===== config.mk =====
export PLATFORM = sky130hd
export DESIGN_NAME = sig_stream_decode
export DESIGN_NICKNAME = d
export VERILOG_FILES = /design/src/rtl/sig_stream_decode.sv
export SDC_FILE = /design/constraint.sdc
export NUM_CORES = 2
export LEC_CHECK = 0
export BUFFER_PORTS_ARGS = -buffer_cell sky130_fd_sc_hd__buf_4
export CORE_AREA = 2 2 765 767
export DETAILED_ROUTE_END_ITERATION = 16
export DIE_AREA = 0 0 767 769
export PLACE_DENSITY = 0.41
export SYNTH_ARGS = -nofsm -noshare
export SYNTH_HDL_FRONTEND = slang
export SYNTH_SLANG_ARGS = --single-unit

===== constraint.sdc =====
create_clock -name clk -period 16.7 [get_ports clk]
set_input_delay 1.67 -clock clk [delete_from_list [all_inputs] [get_ports clk]]
set_output_delay 1.67 -clock clk [all_outputs]
set_load 0.03 [all_outputs]

===== src/rtl/sig_stream_decode.sv =====
// sig_stream_decode
//   Streaming ML-DSA signature decoder (sigDecode) for the verify path.
//   The signature arrives as a valid/ready byte stream in transmission order:
//   c_tilde, then L packed z polynomials, then the OMEGA+K byte hint block.
//   c_tilde is captured, z coefficients are emitted one per handshake, and the
//   hint block is buffered and then checked one entry per cycle while the hint
//   bitmap is rebuilt.
//
// Ports
//   clk, rst                 clock, asynchronous active-low reset
//   start                    pulse; begins a decode from IDLE or DONE
//   in_data/in_valid/in_ready/in_last   signature byte stream
//   c_tilde                  captured commitment hash, byte j at [8j+7:8j]
//   z_coeff/z_poly/z_idx     signed z coefficient and its position
//   z_valid/z_ready          coefficient handshake
//   h                        hint bitmap, bit 256*i+j = h[i][j]
//   done                     one-cycle pulse on entering DONE
//   sig_ok                   well-formed flag, valid while in DONE
//   err_len/err_hint         sticky error causes, cleared on start
module sig_stream_decode #(
    parameter int LAMBDA      = 192,
    parameter int L           = 5,
    parameter int K           = 6,
    parameter int OMEGA       = 55,
    parameter int GAMMA1_BITS = 19
) (
    input  logic                       clk,
    input  logic                       rst,
    input  logic                       start,
    input  logic [7:0]                 in_data,
    input  logic                       in_valid,
    output logic                       in_ready,
    input  logic                       in_last,
    output logic [8*(LAMBDA/4)-1:0]    c_tilde,
    output logic signed [31:0]         z_coeff,
    output logic [$clog2(L)-1:0]       z_poly,
    output logic [7:0]                 z_idx,
    output logic                       z_valid,
    input  logic                       z_ready,
    output logic [K*256-1:0]           h,
    output logic                       done,
    output logic                       sig_ok,
    output logic                       err_len,
    output logic                       err_hint
);

    localparam int DATA_W = 8;
    localparam int COEF_W = 32;
    localparam int CT     = LAMBDA / 4;
    localparam int B      = GAMMA1_BITS + 1;
    localparam int ZBYTES = L * 32 * B;
    localparam int HB     = OMEGA + K;
    localparam int TOTAL  = CT + ZBYTES + HB;
    localparam int ACC_W  = B + DATA_W;
    localparam int ABW    = $clog2(ACC_W);
    localparam int BCW    = $clog2(TOTAL);
    localparam int PW     = $clog2(L);
    localparam int HIW    = $clog2(K);
    localparam int YAW    = $clog2(HB);
    localparam int SCW    = $clog2((HB > CT) ? HB : CT);

    localparam logic [ABW-1:0] B_A = ABW'(B);

    typedef enum logic [2:0] {S_IDLE, S_CT, S_Z, S_HBUF, S_HCHK, S_DONE} state_t;
    typedef enum logic [1:0] {P_CNT, P_ENT, P_TRL} phase_t;

    state_t state, state_nxt;
    phase_t phase, phase_nxt;

    // Control
    logic [BCW-1:0] byte_cnt;
    logic [SCW-1:0] sec_cnt;
    logic [ABW-1:0] acc_bits;
    logic [HIW-1:0] hi;
    logic [YAW-1:0] hidx;
    logic [YAW-1:0] first_i;

    // Data (no reset)
    logic [ACC_W-1:0]  acc;
    logic [DATA_W-1:0] y [0:HB-1];

    logic accept, z_fire, z_last, last_pos, start_ok;
    logic len_set, hint_set, hint_fin, poly_adv;
    logic hi_inc, hidx_inc, first_ld, h_wr;
    logic [YAW-1:0]    cnt_addr, prev_addr;
    logic [DATA_W-1:0] hcnt, hent, hprev;
    logic [7:0]        hidx8, first8;

    // Packed field f encodes gamma1 - z, so z = gamma1 - f.
    function automatic logic signed [COEF_W-1:0] to_coeff(input logic [B-1:0] f);
        logic signed [COEF_W-1:0] g;
        g = $signed(COEF_W'(1) << GAMMA1_BITS);
        return g - $signed(COEF_W'(f));
    endfunction

    assign in_ready = (state == S_CT) || (state == S_HBUF) ||
                      ((state == S_Z) && (acc_bits < B_A));
    assign z_valid  = (state == S_Z) && (acc_bits >= B_A);
    assign z_coeff  = to_coeff(acc[B-1:0]);
    assign accept   = in_valid && in_ready;
    assign z_fire   = z_valid && z_ready;
    assign z_last   = (z_poly == PW'(L - 1)) && (z_idx == 8'd255);
    assign last_pos = (byte_cnt == BCW'(TOTAL - 1));
    assign start_ok = start && ((state == S_IDLE) || (state == S_DONE));
    assign sig_ok   = (state == S_DONE) && !err_len && !err_hint;

    assign cnt_addr  = YAW'(OMEGA) + YAW'(hi);
    assign prev_addr = (hidx == '0) ? '0 : hidx - 1'b1;
    assign hcnt      = y[cnt_addr];
    assign hent      = y[hidx];
    assign hprev     = y[prev_addr];
    assign hidx8     = 8'(hidx);
    assign first8    = 8'(first_i);

    always_comb begin
        state_nxt = state;
        phase_nxt = phase;
        len_set   = 1'b0;
        hint_set  = 1'b0;
        hint_fin  = 1'b0;
        poly_adv  = 1'b0;
        hi_inc    = 1'b0;
        hidx_inc  = 1'b0;
        first_ld  = 1'b0;
        h_wr      = 1'b0;

        case (state)
            S_IDLE: if (start) state_nxt = S_CT;
            S_CT:   if (accept && sec_cnt == SCW'(CT - 1)) state_nxt = S_Z;
            S_Z:    if (z_fire && z_last && acc_bits == B_A) state_nxt = S_HBUF;
            S_HBUF: if (accept && sec_cnt == SCW'(HB - 1)) state_nxt = S_HCHK;
            S_HCHK: begin
                case (phase)
                    // Read the cumulative count for polynomial hi.
                    P_CNT: begin
                        if (hcnt < hidx8 || hcnt > 8'(OMEGA)) begin
                            hint_set = 1'b1;
                        end else begin
                            first_ld = 1'b1;
                            if (hcnt == hidx8) poly_adv = 1'b1;
                            else               phase_nxt = P_ENT;
                        end
                    end
                    // Positions within one polynomial must be strictly increasing.
                    P_ENT: begin
                        if (hidx8 > first8 && hprev >= hent) begin
                            hint_set = 1'b1;
                        end else begin
                            h_wr     = 1'b1;
                            hidx_inc = 1'b1;
                            if (hidx8 + 8'd1 == hcnt) poly_adv = 1'b1;
                        end
                    end
                    // Unused index slots must be zero padding.
                    default: begin
                        if (hidx == YAW'(OMEGA))  hint_fin = 1'b1;
                        else if (hent != '0)      hint_set = 1'b1;
                        else                      hidx_inc = 1'b1;
                    end
                endcase
                if (poly_adv) begin
                    if (hi == HIW'(K - 1)) begin
                        phase_nxt = P_TRL;
                    end else begin
                        hi_inc    = 1'b1;
                        phase_nxt = P_CNT;
                    end
                end
                if (hint_set || hint_fin) state_nxt = S_DONE;
            end
            S_DONE:  if (start) state_nxt = S_CT;
            default: state_nxt = S_IDLE;
        endcase

        // A premature in_last truncates the decode; a missing one is only flagged.
        if (accept) begin
            if (in_last && !last_pos) begin
                len_set   = 1'b1;
                state_nxt = S_DONE;
            end else if (last_pos && !in_last) begin
                len_set = 1'b1;
            end
        end
    end

    always_ff @(posedge clk or negedge rst) begin
        if (!rst) state <= S_IDLE;
        else      state <= state_nxt;
    end

    always_ff @(posedge clk or negedge rst) begin
        if (!rst) begin
            done     <= 1'b0;
            err_len  <= 1'b0;
            err_hint <= 1'b0;
            c_tilde  <= '0;
            h        <= '0;
            z_poly   <= '0;
            z_idx    <= '0;
            byte_cnt <= '0;
            sec_cnt  <= '0;
            acc_bits <= '0;
            hi       <= '0;
            hidx     <= '0;
            first_i  <= '0;
            phase    <= P_CNT;
        end else begin
            done <= (state_nxt == S_DONE) && (state != S_DONE);
            if (start_ok) begin
                err_len  <= 1'b0;
                err_hint <= 1'b0;
                h        <= '0;
                z_poly   <= '0;
                z_idx    <= '0;
                byte_cnt <= '0;
                sec_cnt  <= '0;
                acc_bits <= '0;
                hi       <= '0;
                hidx     <= '0;
                first_i  <= '0;
                phase    <= P_CNT;
            end else begin
                if (len_set)  err_len  <= 1'b1;
                if (hint_set) err_hint <= 1'b1;
                if (accept) begin
                    byte_cnt <= byte_cnt + 1'b1;
                    case (state)
                        S_CT: begin
                            c_tilde[{sec_cnt, 3'b000} +: 8] <= in_data;
                            sec_cnt <= (sec_cnt == SCW'(CT - 1)) ? '0 : sec_cnt + 1'b1;
                        end
                        S_Z:     acc_bits <= acc_bits + ABW'(DATA_W);
                        S_HBUF:  sec_cnt  <= sec_cnt + 1'b1;
                        default: ;
                    endcase
                end
                // Intake and emit are mutually exclusive in Z.
                if (z_fire) begin
                    acc_bits <= acc_bits - B_A;
                    z_idx    <= z_idx + 8'd1;
                    if (z_idx == 8'd255 && !z_last) z_poly <= z_poly + 1'b1;
                end
                if (state == S_HCHK) begin
                    phase <= phase_nxt;
                    if (hi_inc)   hi      <= hi + 1'b1;
                    if (hidx_inc) hidx    <= hidx + 1'b1;
                    if (first_ld) first_i <= hidx;
                    if (h_wr)     h[{hi, hent}] <= 1'b1;
                end
            end
        end
    end

    // Bits at and above acc_bits are don't-care, so a byte is written in place.
    always_ff @(posedge clk) begin
        if (accept && state == S_Z)        acc[acc_bits +: 8] <= in_data;
        else if (z_fire)                   acc <= acc >> B;
        if (accept && state == S_HBUF)     y[YAW'(sec_cnt)] <= in_data;
    end

endmodule


# --- Word level (Yosys, flattened, before mapping) ---
# Memory sizes are Yosys's and may differ from the RTL's.
# Index checks and enable logic that the tools add are counted.
op_classes:
  mux: 87
  n_addsub: 14
  shift: 4
  magnitude_cmp: 8
  eq_ne: 20
  n_bitwise: 2
  reduce_logical: 60
ops:
  columns: ["op", "n"]
  rows:
  - ["$mux 1536", 3]
  - ["$or 1536x1536->1536", 1]
  - ["$bwmux 384", 1]
  - ["$shift 8x11->384 const A", 1]
  - ["$shiftx 8x11->384", 1]
  - ["$mux 6", 10]
  - ["$mux 28", 2]
  - ["$mux 3", 13]
  - ["$mux 1", 36]
  - ["$bwmux 28", 1]
  - ["$shift 8x7->28 const A", 1]
  - ["$shiftx 8x7->28", 1]
  - ["$mux 12", 2]
  - ["$reduce_bool 2->1", 11]
  - ["$sub 20x20->21 const A", 1]
  - ["$logic_and 1x1->1", 20]
  - ["$mux 5", 4]
  - ["$eq 6x6->1 const B", 3]
  - ["$mux 8", 2]
  - ["$eq 3x3->1 const B", 5]
  - ["$pmux 3 s5", 1]
  - ["$mux 2", 7]
  - ["$reduce_and 2->1", 7]
  - ["$add 12x1->12 const B", 1]
  - ["42 further kinds", 60]
totals:
  out_inout_bits: 1969
  regBits: 2005
  inputBits: 14
  mem_bits_rw: 488
  elab_cells: 212
  mem_count: 1
mem_list:
  columns: ["name", "depth", "width", "rd", "rd_clocked_by_memory_dff", "write_ports", "line", "text"]
  rows:
  - ["y", 61, 8, 3, 0, 1, "80", "logic [DATA_W-1:0] y [0:HB-1];"]

# --- Depth between registers and ports, before layout ---
# An unclocked memory read counts as a cell.
depth:
  ltp_word: 15
  depth_mapped: 34
  mapped_depth_nobuf: 19

# --- Worst setup path before layout ---
# Ideal clock, no wire load.
synth_timing:
  kind: "register -> register"
  start: "register hidx[0]"
  end: "register h[1058]"
  stages_incl_launch_ff: 32
  setup_slack_ns: 9.490
  arrival_ns: 7.078
  setup_time_ns: 0.132
  cell_sequence: "dfrtp_1 buf_6 buf_6 buf_6 buf_6 buf_6 buf_4 inv_2 clkbuf_1 buf_1 ha_1 xor2_1 a21boi_0 clkbuf_1 buf_2 buf_2 buf_1 nand3_1 a311oi_1 a211oi_1 a211oi_1 a21oi_1 ha_1 nand4_1 o31a_1 o2111ai_1 clkbuf_1 clkbuf_1 a21oi_1 clkbuf_1 a31oi_1 nor2_1"
synth_between:
  elab_chain_cells: 10
  word_cells_on_any_way: 21
  classes_between: "1 x add/sub; 4 x order compare; 9 x mux; 1 x bitwise; 5 x reduce/logical; 1 x memory"
synth_rtl:
  columns: ["item", "line", "text"]
  rows:
  - ["start, declared", "75", "logic [YAW-1:0] hidx;"]
  - ["start signal, assigned", "246", "if (hidx_inc) hidx <= hidx + 1'b1;"]
  - ["$sub 6x1->6 / $logic_not 6->1 (equally long branches)", "108", "assign prev_addr = (hidx == '0) ? '0 : hidx - 1'b1;"]
  - ["$mux 6", "108", null]
  - ["$mem_v2 61x8", null, null]
  - ["$ge 8x8->1", "146", "if (hidx8 > first8 && hprev >= hent) begin"]
  - ["$logic_and 1x1->1", "146", null]
  - ["$mux 1", "146", null]
  - ["$mux 1", "133", "case (phase)"]
  - ["$mux 1", "127", "case (state)"]
  - ["$reduce_bool 2->1 (no line)", null, null]
  - ["$reduce_and 2->1 (no line)", null, null]
  - ["end signal, assigned", "197", "h <= '0;"]
  - ["end signal, assigned", "212", "h <= '0;"]
  - ["end signal, assigned by index", "248", "if (h_wr) h[{hi, hent}] <= 1'b1;"]
  - ["end, declared", "40", "output logic [K*256-1:0] h,"]
# Parallel ways exist; a longest one is shown, timed or not. The select of a mux whose other input is x is not followed.
# A chain may end at the register's enable or synchronous reset.

# --- Worst setup path after layout ---
layout_timing:
  start: "register hidx[0]"
  end: "register h[216]"
# Same word-level chain as after synthesis.

==> out/metrics.sh <==
GRTUSAGETOTAL_PCT=18.6
FIRST_GLOBAL_VIAS=80000
YS_FF_LATCH=2491
FINALWIRELENGTH_MM=574
HOLDCRITPATHCLASS='flop to flop'
CTS_ROOT_BUFFER='clkbuf_16'
PATH_CLK_SLEW_NS=0.06
CLOCK_PATH_BUFFERS=4
FILLER_CELL_COUNT=62600
TIMING.CRITICAL_PATH.MODE_CELL='buf_4'
DETAILEDROUTE.FIRSTPASSITERATIONCOUNT=6
PERIOD_MINUS_SLACK_NS=9.26
STARTPOINT_OF_THE_WORST_SLACK_REG_TO_REG_TIMING_PATH='hidx[0]$_DFFE_PN0P_'
WORST_SLEW_PIN_SLEW_NS=1.25
CRITPATHBUFINV=8
SYNTH_TOP_FLOP_CELL='dfrtp_1'
SLEW_HEADROOM_PCT=16.0
ROUTED-VIA-COUNT=80600
SLEW_VIOLATIONS=0
FINAL_NETS=10800
AVGVIACOUNTPERCELL=4.31
SYNTH-SEQ-AREA-SHARE_PCT=64.6
NUMCTSBUFFERS=314
POST-DP-HPWL_MM=400
MAX_CLOCK_FREQ_MHz=108
FLOORPLAN_CORE_AREA_MM2=0.581
SYNTH.AVG_CELL_AREA_UM2=11.3
ROUTABILITYCONGESTION=0.828
TIMING.FINAL.SETUP_VIOLATIONS=0
HOLD_START='c_tilde[59]$_DFFE_PN0P_'
INSERTION_DELAY_NS=1.02
FINAL_MIN_PERIOD_OVER_CLOCK_PERIOD_PCT=55.5
CTSRESIZECOUNT=0
IOS=1983
GRT-OVFL-TOTAL=0
END_POINT_OF_THE_WORST_HOLD_PATH='c_tilde[59]$_DFFE_PN0P_'
SYNTH_TOP_CELL_BY_AREA='dfrtp_1'
SLOWEST_STAGE='dfrtp_4'
DIE_AREA_MM2=0.590
INITIAL_CORE_UTIL_PCT=17.3
SYNTH-ASYNC-RESET-RATIO_PCT=79.3
CRIT_PATH_MAX_FANOUT=115
DETAIL_ROUTE.ITER0.VIOLATIONS=7260
POST_SYNTH_MAIN_AREA_CONTRIBUTORS='dfrtp_1, edfxtp_1, a21oi_1, nor2_1, mux2_2'
POST-SYNTH-TOP-AREA-FRACTION_PCT=49.2
PORT_BUFFERS=1982
ANTENNA_FOUND_INITIAL=61
ANTENNA_LEFT=0
TRITONCTS='yes'
YS_WARN_COUNT=0
POWER_LEAKAGE_nW=61.8
TIMING.FINAL.HOLD_VIOLATIONS=0
AREA_GROWTH_SYN_TO_LAYOUT_PCT=34.8
WL_PER_CELL_UM=30.6
WORST_PATH_LARGEST_CELL_DELAY_NS=0.71
WORSTPATHARRIVAL_NS=10.13
HOLD_DEPTH=2
NUM_ROWS=280
RUN_STATUS='finished, final reports clean'
POST_CTS_BUFFERS=0
GRT_PASS1_WL_MM=763
KIND_OF_CELL_ADDING_THE_MOST_DELAY_TO_THE_CRITICAL_PATH='buffers and inverters'
DIE_X_UM=767
GRT_START_MAX_NET_PINS=206
DRT_DRC_VIOLATIONS_LEFT=0
REGTOREGSETUPSLACK_NS=7.44
CTS.SINK_COUNT=2491
CTS_HTREE_LEVELS=5
SYNTHESIS.INSTANCES=8881
SYNTHESIZED_AREA_MM2=0.101
DRIVE_GT1_SHARE_PCT=29.8
HOLD_BUFFERS=0
YOSYS.CELL_COUNT.TOP_TYPE='dfrtp_1'
GRT_SETUP_UNREPAIRED='false'
CLOCK-SKEW-FINAL_NS=0.129
PLACE.DETAILED.INSTANCES=18100
CRITPATHREQUIREDTIME_NS=17.57
R2R-END='h[216]$_DFFE_PN0P_'
TIMING.SETUP.CRITICAL_PATH_CLASS='flop to flop'
PEAKVDDDROP_V=0.000117
R2R.WORST_PATH.CELLS=25
YOSYSUNIQUECELLTYPES=97
CELLPOWERDENSITY_mW_PER_MM2=135
SYNTH_EDF_COUNT=516
NETLIST_TOP_CELLS_COUNT='dfrtp_1, nor2_1, a21oi_1'
SYNTH_NETS=8940
STDCELL_COUNT=18700
WORSTSETUPSTARTPOINTTYPE='flop'
SETUP_TNS_NS=0
CHIPHEIGHT_UM=769
MAX_CAP_VIOLATIONS=0
WORSTSETUPENDPOINTTYPE='flop'
## logic make-up (layout without fill, tap and decap cells)
family / count (synthesis) / in the layout / share of synthesized area (%)
adder cells (fa/ha/maj): 45 / 45 / 0.560
AND/OR/NAND/NOR: 2808 / 2808 / 11.9
other: 0 / 14 / 0
XOR/XNOR: 56 / 56 / 0.488
multiplexers: 404 / 404 / 5.67
AO/OA/AOI/OAI: 2261 / 2261 / 13.1
flip-flops: 2491 / 2491 / 64.6
buffers and inverters: 816 / 2892 / 3.65
## per-stage QoR
stage,total power [W],util [%],cell area [um^2],hold WS (ns),setup WS (ns)
2_1_floorplan,0.00897,-,101000,0.490,9.49
3_3_place_gp,0.0115,21.5,125000,0.461,7.78
3_5_place_dp,0.0115,21.5,125000,0.467,7.72
4_1_cts,0.0187,23.3,136000,0.480,7.61
5_1_grt,0.0191,23.3,136000,0.501,7.08
6_report,0.0184,23.3,136000,0.476,7.44
## worst max-delay path by stage
stage | start | end | slack, ns | cells after the start
after floorplan | hidx[0]$_DFFE_PN0P_ | h[1058]$_DFFE_PN0P_ | 9.49 | 31
after global placement | hidx[0]$_DFFE_PN0P_ | h[184]$_DFFE_PN0P_ | 7.78 | 25
after detailed placement | hidx[0]$_DFFE_PN0P_ | h[216]$_DFFE_PN0P_ | 7.72 | 25
after CTS | hidx[0]$_DFFE_PN0P_ | h[216]$_DFFE_PN0P_ | 7.61 | 25
after global routing | hidx[0]$_DFFE_PN0P_ | h[184]$_DFFE_PN0P_ | 7.08 | 25
final | hidx[0]$_DFFE_PN0P_ | h[216]$_DFFE_PN0P_ | 7.44 | 25
## cell usage in the layout, fill, tap and decap left out, types with 26 or more instances in the layout
master     instances
buf_4           2263
dfrtp_1         1973
nor2_1          1703
a21oi_1         1530
nand2_1          600
edfxtp_1         516
clkbuf_16        315
mux2_2           224
o31ai_1          174
nand3_1          155
a31oi_1          125
mux4_2           110
a221oi_1          73
nor3_1            71
mux2i_1           69
clkbuf_1          66
o21ai_0           60
clkbuf_8          57
clkinv_2          52
a211oi_1          48
ha_1              45
inv_1             43
a311oi_1          43
nor2b_1           37
nor3_2            35
xnor2_1           29
and3_1            27
nor4_4            27
nand2b_1          26
a22oi_1           26
nand4_1           26
## flip-flops by register name, summed over array words and instances (netlist names)
name,count
z_poly,3
acc,28
err_len,1
done,1
hi,3
byte_cnt,12
state,3
acc_bits,3
y,488
h,1536
err_hint,1
c_tilde,384
first_i,6
hidx,6
sec_cnt,6
phase,2
z_idx,8
## cell type report
type	instances	area, um^2	share of cell area [%]
Timing Repair Buffer	2277	17300	12.7
Multi-Input combinational cell	5574	32800	24.2
Tap cell	7755	9700	7.16
Clock buffer	438	8910	6.58
Antenna cell	14	35.0	0.0258
Inverter	48	181	0.134
Sequential cell	2491	64900	47.9
Clock inverter	129	1720	1.27
## per-layer routing
layer / global-route usage [%] / up-vias / wire [um]
met5: 0 / - / 0
met3: 5.01 / 629 / 44900
met2: 31.6 / 3361 / 277000
met4: 5.93 / 0 / 20600
met1: 23.0 / 41700 / 232000
li1: - / 35000 / -
## report_power, final
group | total (W) | switching [W] | internal [W]
registers | 0.00641 | 0.0000925 | 0.00632
clock network | 0.00712 | 0.00304 | 0.00408
logic | 0.00483 | 0.00386 | 0.000974
## tightest hold or removal path, cell delays in order (launching register included)
cell	delay (ns)
dfrtp_1	0.34
nand2_1	0.05
o31ai_1	0.05
(Power assumes the default switching activity.)
